==> config.mk <==
export PLATFORM = sky130hd
export DESIGN_NAME = hazard_ctrl
export DESIGN_NICKNAME = d
export VERILOG_FILES = /design/src/rtl/hazard_pkg.sv /design/src/rtl/fwd_match.sv /design/src/rtl/hazard_ctrl.sv
export SDC_FILE = /design/constraint.sdc
export NUM_CORES = 1
export LEC_CHECK = 0
export BUFFER_PORTS_ARGS = -buffer_cell sky130_fd_sc_hd__buf_2
export CAP_MARGIN = 20
export CELL_PAD_IN_SITES_DETAIL_PLACEMENT = 1
export CELL_PAD_IN_SITES_GLOBAL_PLACEMENT = 1
export CORE_MARGIN = 3
export CORE_UTILIZATION = 30
export CTS_CLUSTER_SIZE = 20
export DETAILED_ROUTE_END_ITERATION = 12
export GPL_ROUTABILITY_DRIVEN = 0
export PLACE_DENSITY_LB_ADDON = 0.25
export SYNTH_ARGS = -nofsm -noshare
export SYNTH_HDL_FRONTEND = slang
export SYNTH_SLANG_ARGS = --single-unit
==> constraint.sdc <==
create_clock -name clk -period 2.37 [get_ports clk]
set_clock_uncertainty 0.05 [all_clocks]
set_input_delay 0.474 -clock clk [delete_from_list [all_inputs] [get_ports clk]]
set_output_delay 0.474 -clock clk [all_outputs]
set_load 0.005 [all_outputs]
==> src/rtl/hazard_pkg.sv <==
// Shared types and helpers for the LEGv8 hazard/forwarding controller.
package hazard_pkg;

  typedef enum logic [1:0] {
    FWD_RF  = 2'b00,
    FWD_MEM = 2'b01,
    FWD_WB  = 2'b10
  } fwd_sel_t;

  localparam logic [4:0] ZERO_REG = 5'd31;

  typedef struct packed {
    logic [4:0] rd;
    logic       regwrite;
    logic       memtoreg;
    logic       flagwrite;
  } shadow_stage_t;

  localparam shadow_stage_t STAGE_EMPTY = '{rd: 5'd0, regwrite: 1'b0, memtoreg: 1'b0, flagwrite: 1'b0};

  // XZR is never a producer, so a write to it can neither forward nor hazard.
  function automatic logic reg_hit(input logic [4:0] rd, input logic wr,
                                   input logic [4:0] src, input logic [4:0] zero_reg);
    return wr && (rd == src) && (src != zero_reg);
  endfunction

endpackage

==> src/rtl/fwd_match.sv <==
// Match/priority resolver: the nearer (newer) producer wins over the farther one.
module fwd_match #(
  parameter logic [4:0] ZERO_REG = 5'd31
) (
  input  logic [4:0]           src,
  input  logic                 src_used,
  input  logic [4:0]           near_rd,
  input  logic                 near_wr,
  input  logic [4:0]           far_rd,
  input  logic                 far_wr,
  output hazard_pkg::fwd_sel_t sel
);
  import hazard_pkg::*;

  logic near_hit;
  logic far_hit;

  always_comb begin
    near_hit = src_used && reg_hit(near_rd, near_wr, src, ZERO_REG);
    far_hit  = src_used && reg_hit(far_rd, far_wr, src, ZERO_REG);
    sel      = FWD_RF;
    if (near_hit)
      sel = FWD_MEM;
    else if (far_hit)
      sel = FWD_WB;
  end

endmodule

==> src/rtl/hazard_ctrl.sv <==
// Hazard detection and forwarding control for the 5-stage LEGv8 pipeline,
// tracking EX/MEM/WB destinations in a private shadow pipeline.
module hazard_ctrl #(
  parameter int unsigned CNT_W    = 16,
  parameter logic [4:0]  ZERO_REG = hazard_pkg::ZERO_REG
) (
  input  logic             clk,
  input  logic             reset,
  input  logic [4:0]       id_rn,
  input  logic [4:0]       id_rb,
  input  logic             id_uses_rn,
  input  logic             id_uses_rb,
  input  logic [4:0]       id_rd,
  input  logic             id_regwrite,
  input  logic             id_memtoreg,
  input  logic             id_flagwrite,
  input  logic             id_reads_flags,
  input  logic             id_is_cbz,
  input  logic             id_brtaken,
  output logic             stall,
  output logic             ifid_flush,
  output logic             idex_bubble,
  output logic [1:0]       fwd_a,
  output logic [1:0]       fwd_b,
  output logic [1:0]       cbz_fwd,
  output logic [CNT_W-1:0] stall_cnt
);
  import hazard_pkg::*;

  shadow_stage_t    id_stage;
  shadow_stage_t    ex_q;
  logic [4:0]       mem_rd;
  logic             mem_wr;
  logic             mem_load;
  logic [4:0]       wb_rd;
  logic             wb_wr;
  fwd_sel_t         sel_a;
  fwd_sel_t         sel_b;
  fwd_sel_t         sel_cbz;
  fwd_sel_t         fwd_a_q;
  fwd_sel_t         fwd_b_q;
  logic             load_use;
  logic             flag_haz;
  logic             cbz_haz;
  logic [CNT_W-1:0] cnt_q;

  assign id_stage = '{rd: id_rd, regwrite: id_regwrite, memtoreg: id_memtoreg, flagwrite: id_flagwrite};

  always_comb begin
    load_use = ex_q.memtoreg &&
               ((id_uses_rn && reg_hit(ex_q.rd, ex_q.regwrite, id_rn, ZERO_REG)) ||
                (id_uses_rb && reg_hit(ex_q.rd, ex_q.regwrite, id_rb, ZERO_REG)));
    flag_haz = id_reads_flags && ex_q.flagwrite;
    // CBZ resolves in ID, so it must also wait out a load that has only reached MEM.
    cbz_haz  = id_is_cbz &&
               (reg_hit(ex_q.rd, ex_q.regwrite, id_rb, ZERO_REG) ||
                (mem_load && reg_hit(mem_rd, mem_wr, id_rb, ZERO_REG)));
  end

  assign stall       = load_use | flag_haz | cbz_haz;
  assign idex_bubble = stall;
  assign ifid_flush  = id_brtaken & ~stall;

  fwd_match #(.ZERO_REG(ZERO_REG)) u_fwd_a (
    .src      (id_rn),
    .src_used (id_uses_rn),
    .near_rd  (ex_q.rd),
    .near_wr  (ex_q.regwrite),
    .far_rd   (mem_rd),
    .far_wr   (mem_wr),
    .sel      (sel_a)
  );

  fwd_match #(.ZERO_REG(ZERO_REG)) u_fwd_b (
    .src      (id_rb),
    .src_used (id_uses_rb),
    .near_rd  (ex_q.rd),
    .near_wr  (ex_q.regwrite),
    .far_rd   (mem_rd),
    .far_wr   (mem_wr),
    .sel      (sel_b)
  );

  // A load in MEM has no data yet, so only ALU results qualify as the near source.
  fwd_match #(.ZERO_REG(ZERO_REG)) u_fwd_cbz (
    .src      (id_rb),
    .src_used (1'b1),
    .near_rd  (mem_rd),
    .near_wr  (mem_wr & ~mem_load),
    .far_rd   (wb_rd),
    .far_wr   (wb_wr),
    .sel      (sel_cbz)
  );

  assign cbz_fwd = (id_is_cbz && !stall) ? sel_cbz : FWD_RF;

  always_ff @(posedge clk) begin
    if (reset) begin
      ex_q     <= STAGE_EMPTY;
      mem_rd   <= 5'd0;
      mem_wr   <= 1'b0;
      mem_load <= 1'b0;
      wb_rd    <= 5'd0;
      wb_wr    <= 1'b0;
      fwd_a_q  <= FWD_RF;
      fwd_b_q  <= FWD_RF;
      cnt_q    <= '0;
    end else begin
      ex_q     <= stall ? STAGE_EMPTY : id_stage;
      mem_rd   <= ex_q.rd;
      mem_wr   <= ex_q.regwrite;
      mem_load <= ex_q.memtoreg;
      wb_rd    <= mem_rd;
      wb_wr    <= mem_wr;
      fwd_a_q  <= stall ? FWD_RF : sel_a;
      fwd_b_q  <= stall ? FWD_RF : sel_b;
      if (stall && (cnt_q != {CNT_W{1'b1}}))
        cnt_q <= cnt_q + 1'b1;
    end
  end

  assign fwd_a     = fwd_a_q;
  assign fwd_b     = fwd_b_q;
  assign stall_cnt = cnt_q;

endmodule

# Yosys cells after proc, flatten, opt, wreduce, memory -nomap -nowiden
# Index checks and enable logic that the tools add are counted.
# word_totals
out_inout_bits	25
elab_cells	64
ff_bits	41
in_bits	25
# classes
n_addsub	1
n_eq_ne	8
n_mux	7
n_bitwise	6
n_reduce_logical	28
# ops
op	n
$eq 5x5->1	5
$logic_and 1x1->1	22
$add 16x1->16 const B	1
$ne 16x16->1 const B	1
$mux 2	5
$ne 5x5->1 const B	2
$reduce_or 3->1	2
$and 1x1->1	2
$logic_or 1x1->1	2
$mux 1	2
$not 1->1	2
$or 1x1->1	2
$reduce_or 2->1	1
$logic_not 1->1	1

# Depth between registers and ports, before layout
# Gate-level depths: netlist (run 1).
# depth
depth_word	11
mapped_depth	8
depth_no_buf	7

# Hierarchy
# A second synthesis (run 1) with hierarchy kept.
# hier_totals
cells_unflattened	249
hier_area_um2	2260.9
# by_module_without_submodules
mod	cells_each	area_per_inst_um2	n_inst	seq_area_each_um2
hazard_ctrl	189	1791.7	1	820.8
fwd_match	20	156.4	3	0.0

# Worst setup path after synthesis (run 1)
# Ideal clock, no wire load.
# synth_timing
kind	in2reg
startpoint	input id_rn[0]
endpoint	register cnt_q[7], in the netlist stall_cnt[7]
setup_time_ns	0.071
path_stages	7
slack_ns	0.390
n_path_buf	1
arrival_time_ns	1.860
t_required_ns	2.249
cell_sequence	xnor2_1 -> nand2_1 -> o41ai_4 -> o31ai_2 -> buf_6 -> or3_1 -> a21oi_1
# synth_via
elab_chain_len	9
elab_cells_between_ends	10
cone_classes	2 x eq/ne; 2 x bitwise; 6 x reduce/logical
# synth_lines
element	line	rtl
start, declared	hazard_ctrl.sv:9	input logic [4:0] id_rn,
$eq 5x5->1	hazard_pkg.sv:24	return wr && (rd == src) && (src != zero_reg);
$logic_and 1x1->1	hazard_pkg.sv:24	
$logic_and 1x1->1 *	hazard_pkg.sv:24	
$logic_and 1x1->1 *	hazard_ctrl.sv:51	((id_uses_rn && reg_hit(ex_q.rd, ex_q.regwrite, id_rn, ZERO_REG)) ||
$logic_or 1x1->1 *	hazard_ctrl.sv:51	
$logic_and 1x1->1 *	hazard_ctrl.sv:50	load_use = ex_q.memtoreg &&
$or 1x1->1 * (2 in a row)	hazard_ctrl.sv:60	assign stall = load_use | flag_haz | cbz_haz;
$logic_and 1x1->1 *	hazard_ctrl.sv:117	if (stall && (cnt_q != {CNT_W{1'b1}}))
end signal, assigned	hazard_ctrl.sv:118	cnt_q <= cnt_q + 1'b1;
end, declared	hazard_ctrl.sv:45	logic [CNT_W-1:0] cnt_q;
# Mark *: on every way between the ends. The rest lies on a longest branch, timed or not.
# A chain may end at the register's enable or synchronous reset.

# Worst setup path in the final report (run 1)
# layout_timing
startpoint	register ex_q[3] in the netlist's numbering
endpoint	output cbz_fwd[0]
# layout_via
elab_chain_len	11
elab_cells_between_ends	17
cone_classes	2 x eq/ne; 1 x mux; 2 x bitwise; 12 x reduce/logical
# layout_lines
element	line	rtl
start, declared	hazard_ctrl.sv:31	shadow_stage_t ex_q;
start signal, assigned	hazard_ctrl.sv:109	ex_q <= stall ? STAGE_EMPTY : id_stage;
$eq 5x5->1	hazard_pkg.sv:24	
$logic_and 1x1->1 (2 in a row)	hazard_pkg.sv:24	
$logic_and 1x1->1, on equally long branches	hazard_ctrl.sv:51, hazard_ctrl.sv:52	
$logic_or 1x1->1	hazard_ctrl.sv:51	
$logic_and 1x1->1	hazard_ctrl.sv:50	
$or 1x1->1	hazard_ctrl.sv:60	
$or 1x1->1 *	hazard_ctrl.sv:60	
$logic_not 1->1 *	hazard_ctrl.sv:95	assign cbz_fwd = (id_is_cbz && !stall) ? sel_cbz : FWD_RF;
$logic_and 1x1->1 *	hazard_ctrl.sv:95	
$mux 2 *	hazard_ctrl.sv:95	
end, declared	hazard_ctrl.sv:25	output logic [1:0] cbz_fwd,
# Marks and branches as above.

==> out/results.tsv, run 1 <==
metric	value	unit
grt_pass1_wl	8183	um
hold_violations	0	
synth_compound_area_share	10.52	%
globalRouteMet1Util	16.61	%
fin_crit_sh	102.0	%
drtIter0Drc	42	
violations	negative setup slack	
antenna_found_initial	0	
cp_data_arrival_time	1890	ps
power	1.362	mW
coreArea	6026	um^2
yosysUniqueCellTypes	41	
max_freq	413.7	MHz
cts_root_buf	clkbuf_8	
grtUsageMet2	25.56	%
crit_slowest_cell	o41ai_4	
path_buf_inv	2	
outcome	finished, violations left	
nets	302	
die-area	7295	um^2
rsz0062_at_grt	yes	
synth-simple-area-share	28.84	%
clk_pin_slew	80	ps
tightest_slew	364.4	ps
ys_warn_count	0	
clockBufferDepth	2	
powerDensity	532.9	nW/um^2
grt_busiest_layer	met2	
via_per_inst	4.872	
synth_fa_ha_area_share	0.6614	%
ant_nets	0	
finish.utilization	42.40	%
grt_pass1_vias	1704	
pin_count	50	
syn2layout_area_growth	35.05	%
regToRegSetupSlack	170	ps
grt_usage	14.17	%
die_h	85.41	um
synth_seq_cells	41	
start_util	31.40	%
hpwl	3681	um
clk_latency	290	ps
drcViolationCount	0	
io_buffer_count	49	
vias	1710	
numCtsBuffers	5	
required	1850	ps
async_flop_share	0	%
worstPathCellList	xnor2_2 > nand2_1 > o41ai_4 > buf_4 > nor3_4 > and4b_1 > buf_2	
mostFrequentLayoutCells	buf_2, dfxtp_1, buf_4, xnor2_1, a21oi_1	
slew_headroom	75.71	%
synth_cells	204	
leakage	1.045	nW
wl_per_cell	14.49	um
drv_cap	0	
worstSetupStartpointType	register	
synth_nets	230	
min_path_type	input pin to register	
drv_slew	0	
crit_type	register to output pin	
diodes	0	
hold_ws	325.8	ps
finalSetupViolCount	1	
synth_edf_count	0	
final_common_cell	buf_2	
setup_slack	-47.40	ps
numClockSinks	41	
synth_mux_area_share	1.124	%
fill_cells	742	
setup_tns	-47.40	ps
drive_above_1_share	37.32	%
peakVddDrop	0.0002912	V
syn-cell-area	1892	um^2
dp.cells	334	
critical-path-top-delay-family	compound AO/OA/AOI/OAI gates	
rows	28	
synth_ff_type	dfxtp_1	
fin_crit	2417	ps
path_max_fanout	4	
grt_overflow	0	
critPathMaxStageDelay	400	ps
end_kind	output pin	
synth_xor_area_share	12.04	%
wl	5087	um
met3_usage	3.398	%
firstDrtPassIters	4	
cts_tree	built	
synth_seq_area_share	43.39	%
die_w	85.41	um
avgSynthCellArea	9.274	um^2
h-tree-depth	2	
synth_top_family_by_area	simple AND/OR/NAND/NOR gates	
instances_no_fill	351	
grt_max_degree	25	
Yosys cell counts (3+ instances only):
| cell | n | area share [%] |
|---|---|---|
| xnor2_1 | 25 | 12 |
| o21ai_1 | 8 | 2.1 |
| nor3_1 | 4 | 1.1 |
| nor2_1 | 11 | 2.2 |
| o31ai_1 | 3 | 1.2 |
| and2_1 | 10 | 3.3 |
| clkbuf_1 | 3 | 0.60 |
| dfxtp_1 | 41 | 43 |
| nand3_1 | 9 | 2.4 |
| nor2b_1 | 13 | 4.3 |
| nand4_1 | 10 | 3.3 |
| or3_1 | 7 | 2.3 |
| nand2_1 | 11 | 2.2 |
| or4_1 | 3 | 1.2 |
| a21oi_1 | 14 | 3.7 |
| or3_2 | 3 | 1.2 |
flip-flops by register name (all words and copies together) (netlist names):
signal     flops
wb_rd          5
fwd_b          2
wb_wr          1
stall_cnt     16
mem_rd         5
ex_q           8
mem_wr         1
mem_load       1
fwd_a          2
metrics by stage:
stage          setup WS [ps]  cell area [um^2]
6_report              -47.40              2555
5_1_grt               -149.8              2555
4_1_cts               -141.7              2454
3_5_place_dp          -56.29              2283
3_3_place_gp          -37.64              2283
2_1_floorplan          389.9              1892
final timing paths:
| path | startpoint | endpoint | cells past startpoint |
|---|---|---|---|
| max reg2reg | ex_q[6]$_SDFF_PP0_ | stall_cnt[11]$_SDFFE_PP0P_ | 9 |
| max | ex_q[3]$_SDFF_PP0_ | cbz_fwd[0] | 7 |
| min | id_memtoreg | ex_q[1]$_SDFF_PP0_ | 2 |
| min reg2reg | ex_q[1]$_SDFF_PP0_ | mem_load$_SDFF_PP0_ | 2 |
worst register-to-register path, stage by stage, from the launching register on:
cell and delay, ps:
dfxtp_4 360, buf_4 140, xnor2_1 130, o211ai_1 170, nor3_4 280, buf_4 150, o31ai_2 70, buf_12 170
or4_1 470, a21oi_1 150
cell type report:
type	count	area, um^2	share of cell area (%)
Clock buffer	7	86.33	3.379
Multi-Input combinational cell	153	1105	43.24
Timing Repair Buffer	71	422.9	16.55
Sequential cell	41	832.0	32.57
Inverter	4	15.01	0.5877
Tap cell	75	93.84	3.673
cells by family after synthesis:
| logic type | after synthesis |
|---|---|
| adder cells (fa/ha/maj) | 1 |
| XOR/XNOR | 26 |
| buffers and inverters | 10 |
| AND/OR/NAND/NOR | 93 |
| flip-flops | 41 |
| multiplexers | 2 |
| AO/OA/AOI/OAI | 31 |
power breakdown:
| part | switching, mW | internal [mW] | total (mW) |
|---|---|---|---|
| logic | 0.0822 | 0.0902 | 0.172 |
| registers | 0.0149 | 0.705 | 0.720 |
| clock network | 0.237 | 0.231 | 0.469 |
| total | 0.334 | 1.03 | 1.36 |
repair_timing:
item,4_1_cts,5_1_grt
hold buffers,0,0
buffers inserted,7,4
endpoints found under the setup margin,4,11
pin swaps,4,11
endpoints found under the hold margin,0,0
resized for setup,9,12
layer usage:
metal	vias to the layer above	share of wire (%)
met2	40	53
met4	0	1.3
met1	803	41
li1	861	-
met5	-	0
met3	6	4.6
Power figures use the tool's default switching activity.
==> inputs of run 2 (changes only) <==
--- a/config.mk
+++ b/config.mk
@@ -17,4 +17,5 @@
 export PLACE_DENSITY_LB_ADDON = 0.25
 export SYNTH_ARGS = -nofsm -noshare
 export SYNTH_HDL_FRONTEND = slang
+export SYNTH_HIERARCHICAL = 1
 export SYNTH_SLANG_ARGS = --single-unit
==> run 2 against run 1 <==
  * Largest cell class unchanged
  * Sequential share of layout area fell by 5.3 points
  * Critical path depth unchanged
  * Clock power up 13%
  * Count of clock-buffer cells in the layout is the same
  * Non-clock buffer count rose by 12
  * Largest power group unchanged
  * Die area grew 18%
  * Sequential power rose by 0.7%
  * Global-route usage grew 0.49 points
  * Register-to-register slack worse by 100 ps
  * Power grew 9.2%
  * The flow still finishes with violations (negative setup slack)
  * Final cell count is 22% higher
  * Wire length grew 21%
==> out/results.tsv, run 2 <==
metric	value	unit	change
numClockSinks	41		unchanged
drv_slew	0		unchanged
fin_area	3048	um^2	+19%
required	1850	ps	about the same
synth_ff_type	dfxtp_1		
setup_tns	-156.9	ps	-109.5 ps
finalSetupViolCount	3		+2
synth_seq_area_share	36.30	%	-7.1 points
cts-hold-fix-buffers	0		unchanged
grt_overflow	0		unchanged
drv_cap	0		unchanged
worstSetupStartpointType	register		
drive_above_1_share	38.79	%	+1.5 points
synth_seq_cells	41		unchanged
diodes	0		unchanged
peakVddDrop	0.0002396	V	-18%
synth_most_common_cell	dfxtp_1		
avgSynthCellArea	9.080	um^2	-2.1%
rsz0062_at_grt	yes		
dpl_worst_slack	-221.8	ps	-165.5 ps
dpl-instance-area	2809	um^2	+23%
wl_per_cell	14.32	um	-1.2%
final_common_cell	buf_2		
ys_top_cells_by_area	dfxtp_1, xnor2_1, xor2_1, nor2b_1, and2_1		
syn2layout_area_growth	34.81	%	
vias	2015		+18%
power	1.487	mW	+9.2%
syn-cell-area	2261	um^2	+20%
grt_max_degree	32		+28%
synthTopCellsByCount	dfxtp_1, xnor2_1, xor2_1		
cp_data_arrival_time	1900	ps	about the same
hold_ws	315.1	ps	-10.66 ps
async_flop_share	0	%	unchanged
drcViolationCount	0		unchanged
grt_pass1_wl	9942	um	+21%
slew_headroom	62.32	%	-13 points
dp.cells	418		+25%
end_kind	output pin		
numCtsBuffers	5		unchanged
fill_cells	901		+21%
largest_reg_flops	16		unchanged
synth_nets	275		+20%
min_path_type	input pin to register		
synth_top_area_cell	dfxtp_1		
drtIter0Drc	46		+9.5%
firstDrtPassIters	4		unchanged
clk_latency	300	ps	about the same
antenna_found_initial	0		unchanged
ys_warn_count	6		+6
die_w	92.81	um	+8.7%
wl	6142	um	+21%
hold_violations	0		unchanged
violations	negative setup slack		
clk_pin_slew	90	ps	about the same
die_h	92.81	um	+8.7%
rows	31		+11%
nets	355		+18%
via_per_inst	4.697		-3.6%
coreArea	7292	um^2	+21%
start_util	31.01	%	-0.39 points
powerDensity	487.7	nW/um^2	-8.5%
outcome	finished, violations left		
hpwl	4764	um	+29%
fin_crit_sh	102.4	%	+0.37 points
h-tree-depth	2		unchanged
grt_pass1_vias	2031		+19%
crit_type	register to output pin		
cts_tree	built		
synth_cells	249		+22%
io_buffer_count	49		unchanged
pin_count	50		unchanged
grt_usage	14.65	%	+0.49 points
leakage	1.297	nW	+24%
clockBufferDepth	2		unchanged
die-area	8614	um^2	+18%
yosysUniqueCellTypes	40		-2.4%
synth_edf_count	0		unchanged
mostFrequentLayoutCells	buf_2, dfxtp_1, buf_4, xnor2_1, xor2_1		
max_freq	412.2	MHz	-0.36%
ant_nets	0		unchanged
tightest_slew	565.2	ps	+200.8 ps
path_max_fanout	6		+2
fin_crit	2426	ps	+8.851 ps
cts_root_buf	clkbuf_8		
setup_slack	-56.25	ps	-8.850 ps
finish.utilization	41.80	%	-0.60 points
instances_no_fill	429		+22%
yosysTopAreaCellShare	36.30	%	-7.1 points
run 2: cell count changes after synthesis, sizes merged, moves of 5 or more:
| cell | previous run | this run |
|---|---|---|
| xor2 | 1 | 20 |
| or3 | 11 | 0 |
| a21oi | 14 | 4 |
| and3 | 2 | 12 |
| o21ai | 11 | 4 |
| nor2 | 12 | 18 |
| a31o | 0 | 5 |
| and2 | 10 | 15 |
| and4 | 1 | 6 |
| nor2b | 13 | 18 |
run 2: power by group:
group,internal (mW),switching (mW)
combinational,0.114,0.115
clock,0.269,0.263
sequential,0.706,0.0191
total,1.09,0.397
run 2: timing repair:
action,4_1_cts,5_1_grt
pin swaps,10,4
setup endpoints to repair,5,21
cloned,0,0
buffers inserted,3,1
gates resized for setup,13,12
run 2: cell families (layout without fill, tap and decap cells):
logic type / count (synthesis) / count (layout) / synth area share, %
mux: 6 / 6 / 2.933
fa+ha+maj: 1 / 1 / 0.5533
simple gates: 114 / 114 / 30.88
other cells: 1 / 1 / 0.1659
flops: 41 / 41 / 36.30
buf+inv: 16 / 97 / 3.376
compound gates: 24 / 24 / 7.969
xor+xnor: 46 / 46 / 17.82
run 2: area by class of cell:
cell class / instances / area, um^2 / area share [%]
clock inverters: 1 / 8.758 / 0.2874
inverters: 6 / 25.02 / 0.8210
flip-flops and latches: 41 / 832.0 / 27.30
repair buffers: 83 / 529.3 / 17.36
well taps: 99 / 123.9 / 4.064
multi-input cells: 192 / 1433 / 47.00
clock buffers: 7 / 96.34 / 3.161
run 2: metal layers:
layer,track usage [%],vias up,routed length (um)
met5,0,-,0
met4,5.006,0,89
met3,3.006,10,232
met2,26.15,34,3097
met1,17.31,958,2723
li1,-,1013,-
run 2: final timing paths:
kind                         from                        end  slack (ps)  cells past startpoint
max reg2reg  mem_rd[4]$_SDFF_PP0_  stall_cnt[8]$_SDFFE_PP0P_          70                      8
min reg2reg    ex_q[1]$_SDFF_PP0_        mem_load$_SDFF_PP0_         450                      1
min                      id_rd[3]         ex_q[6]$_SDFF_PP0_         320                      2
max          mem_rd[4]$_SDFF_PP0_                 cbz_fwd[1]         -60                      7
run 2: worst max-delay path, stage by stage (launching register included):
cell     delay (ps)
dfxtp_2         340
xor2_1          150
nor4_2          320
nand4_1         130
a21o_1          180
and3_4          220
and3_4          150
buf_6           110
==> inputs of run 3 (changes only) <==
--- a/config.mk
+++ b/config.mk
@@ -14,7 +14,8 @@
 export CTS_CLUSTER_SIZE = 20
 export DETAILED_ROUTE_END_ITERATION = 12
 export GPL_ROUTABILITY_DRIVEN = 0
-export PLACE_DENSITY_LB_ADDON = 0.25
+export PLACE_DENSITY_LB_ADDON = 0.1
+export SKIP_LAST_GASP = 1
 export SYNTH_ARGS = -nofsm -noshare
 export SYNTH_HDL_FRONTEND = slang
 export SYNTH_HIERARCHICAL = 1
==> constraint.sdc (replaced) <==
create_clock -name clk -period 3 [get_ports clk]
set_clock_uncertainty 0.05 [all_clocks]
set_input_delay 0.6 -clock clk [delete_from_list [all_inputs] [get_ports clk]]
set_output_delay 0.6 -clock clk [all_outputs]
set_load 0.005 [all_outputs]
==> run 3 against run 2 <==
  * The flow now finishes without violations
  * Power down 22%
  * Sequential share of layout area rose by 2.8 points
  * Global-route usage grew 0.087 points
  * Sequential power down 20%
  * Worst hold slack better by 140 ps
  * Clock power shrank 16%
  * Wire length fell by 3.2%
  * Design area is 11% lower
==> out/results.tsv, run 3 (synthesized netlist as in run 2, its figures left out) <==
metric	value	unit	change
crit_type	input pin to output pin		
reg2regPathDepth	8		unchanged
clockBufferDepth	2		unchanged
die_w	92.81	um	unchanged
outcome	complete, no violations		
firstDrtPassIters	4		unchanged
p_sw	298.2	uW	-25%
slew_headroom	56.77	%	-5.5 points
die_h	92.81	um	unchanged
power	1.163	mW	-22%
mostFrequentLayoutCells	buf_2, dfxtp_1, xnor2_1, xor2_1		
swShare	25.64	%	-1.1 points
holdPathEnd	ex_q[3]$_SDFF_PP0_		
largest_reg_flops	16		unchanged
hpwl	4436	um	-6.9%
drive_above_1_share	27.91	%	-11 points
peakVddDrop	0.0002190	V	-8.6%
clk_latency	290	ps	about the same
worstPathCellList	buf_2 > xor2_1 > nor4_2 > and4_1 > o21ai_2 > and3_4 > and3_1 > buf_2		
antenna_found_initial	0		unchanged
min_from	id_rd[0]		
h-tree-depth	2		unchanged
drv_cap	0		unchanged
final_common_cell	buf_2		
critPathMaxStageDelay	330	ps	about the same
dpl-instance-area	2621	um^2	-6.7%
path_max_fanout	9		+3
min_path_type	input pin to register		
syn2layout_area_growth	20.53	%	
powerDensity	426.8	nW/um^2	-12%
rows	31		unchanged
pwr-share-clk	38.3	%	+2.5 points
start_util	31.01	%	unchanged
end_kind	output pin		
max_freq	359.7	MHz	
numCtsBuffers	5		unchanged
clk_pin_slew	80	ps	about the same
pin_count	50		unchanged
path_buf_inv	2		+1
grt_pass1_vias	1958		-3.6%
drtIter0Drc	43		-6.5%
combPwrFrac	12.1	%	-3.3 points
holdPathStages	2		unchanged
r2r-start	ex_q[3]$_SDFF_PP0_		
postCtsSetupBuffers	0		-3
worstSetupStartpointType	input pin		
wl_per_cell	14.87	um	+3.8%
crit_top_cell	buf_2		
tightest_slew	646.1	ps	+80.84 ps
seq_power_share	49.6	%	+0.8 points
r2r-end	stall_cnt[8]$_SDFFE_PP0P_		
cp_data_arrival_time	2130	ps	+230 ps
cts_tree	built		
fin_area	2725	um^2	-11%
fin_crit_sh	92.68	%	
fin_crit	2780	ps	
grt_usage	14.74	%	+0.087 points
die-area	8614	um^2	unchanged
coreArea	7292	um^2	unchanged
numClockSinks	41		unchanged
io_buffer_count	49		unchanged
cts-hold-fix-buffers	0		unchanged
grt_pass1_wl	9984	um	+0.42%
drcViolationCount	0		unchanged
intPower	864.9	uW	-21%
vias	1888		-6.3%
nets	327		-7.9%
critical-path-top-delay-family	simple AND/OR/NAND/NOR gates		
drv_slew	0		unchanged
crit_slowest_cell	nor4_2		
via_per_inst	4.720		+0.49%
hold_violations	0		unchanged
grt_overflow	0		unchanged
cts_resized	0		-13
regToRegSetupSlack	550	ps	+480 ps
leakage	1.146	nW	-12%
finalSetupViolCount	0		-3
wl	5946	um	-3.2%
cts_root_buf	clkbuf_8		
grt_max_degree	30		-6.3%
hold_ws	451.0	ps	+135.8 ps
diodes	0		unchanged
setup_tns	0	ps	+156.9 ps
ant_nets	0		unchanged
rsz0062_at_grt	no		
required	2350	ps	+500 ps
run 3: cell count changes in the layout (fill, tap and decap cells not counted), moves of 3 or more:
cell,before,now
buf_2,45,49
buf_4,33,6
dfxtp_2,3,0
buf_6,5,0
dfxtp_1,36,41
run 3: how the worst max path moves through the flow:
| stage | startpoint | endpoint | cells past startpoint |
|---|---|---|---|
| after global routing | ex_q[3]$_SDFF_PP0_ | cbz_fwd[1] | 7 |
| after CTS | id_rb[3] | cbz_fwd[1] | 8 |
| after detailed placement | id_rb[3] | cbz_fwd[1] | 8 |
| after global placement | id_rb[2] | fwd_b[0]$_SDFF_PP0_ | 9 |
| final | id_rb[3] | cbz_fwd[1] | 8 |
| after floorplan | id_rb[3] | stall_cnt[8]$_SDFFE_PP0P_ | 7 |
run 3: cell type report:
type | count | area [um^2]
fillers | 893 | 4567
multi-input cells | 192 | 1364
flip-flops and latches | 41 | 820.8
repair buffers | 55 | 290.3
well taps | 99 | 123.9
clock buffers | 5 | 68.82
clock inverters | 2 | 35.03
inverters | 6 | 22.52
run 3: through the flow:
stage	setup slack [ps]	std cells	utilization [%]
floorplan	564.0	249	-
finish	219.6	400	37.37
global route	77.48	400	37.37
detailed placement	221.9	393	35.95
CTS	211.5	400	37.37
global placement	248.2	393	35.95
run 3: power groups by stage:
stage          combinational (mW)  clock, mW  sequential, mW
6_report                    0.141      0.445           0.577
5_1_grt                     0.159      0.490           0.580
4_1_cts                     0.143      0.463           0.577
3_5_place_dp                0.141          0           0.590
3_3_place_gp                0.140          0           0.590
2_1_floorplan              0.0881          0           0.584
run 3: per-layer routing:
| metal | routed length [um] | GRT usage, % |
|---|---|---|
| met1 | 2862 | 19.49 |
| met2 | 2763 | 24.00 |
| met3 | 225 | 3.087 |
| met4 | 95 | 4.518 |
| met5 | 0 | 0 |
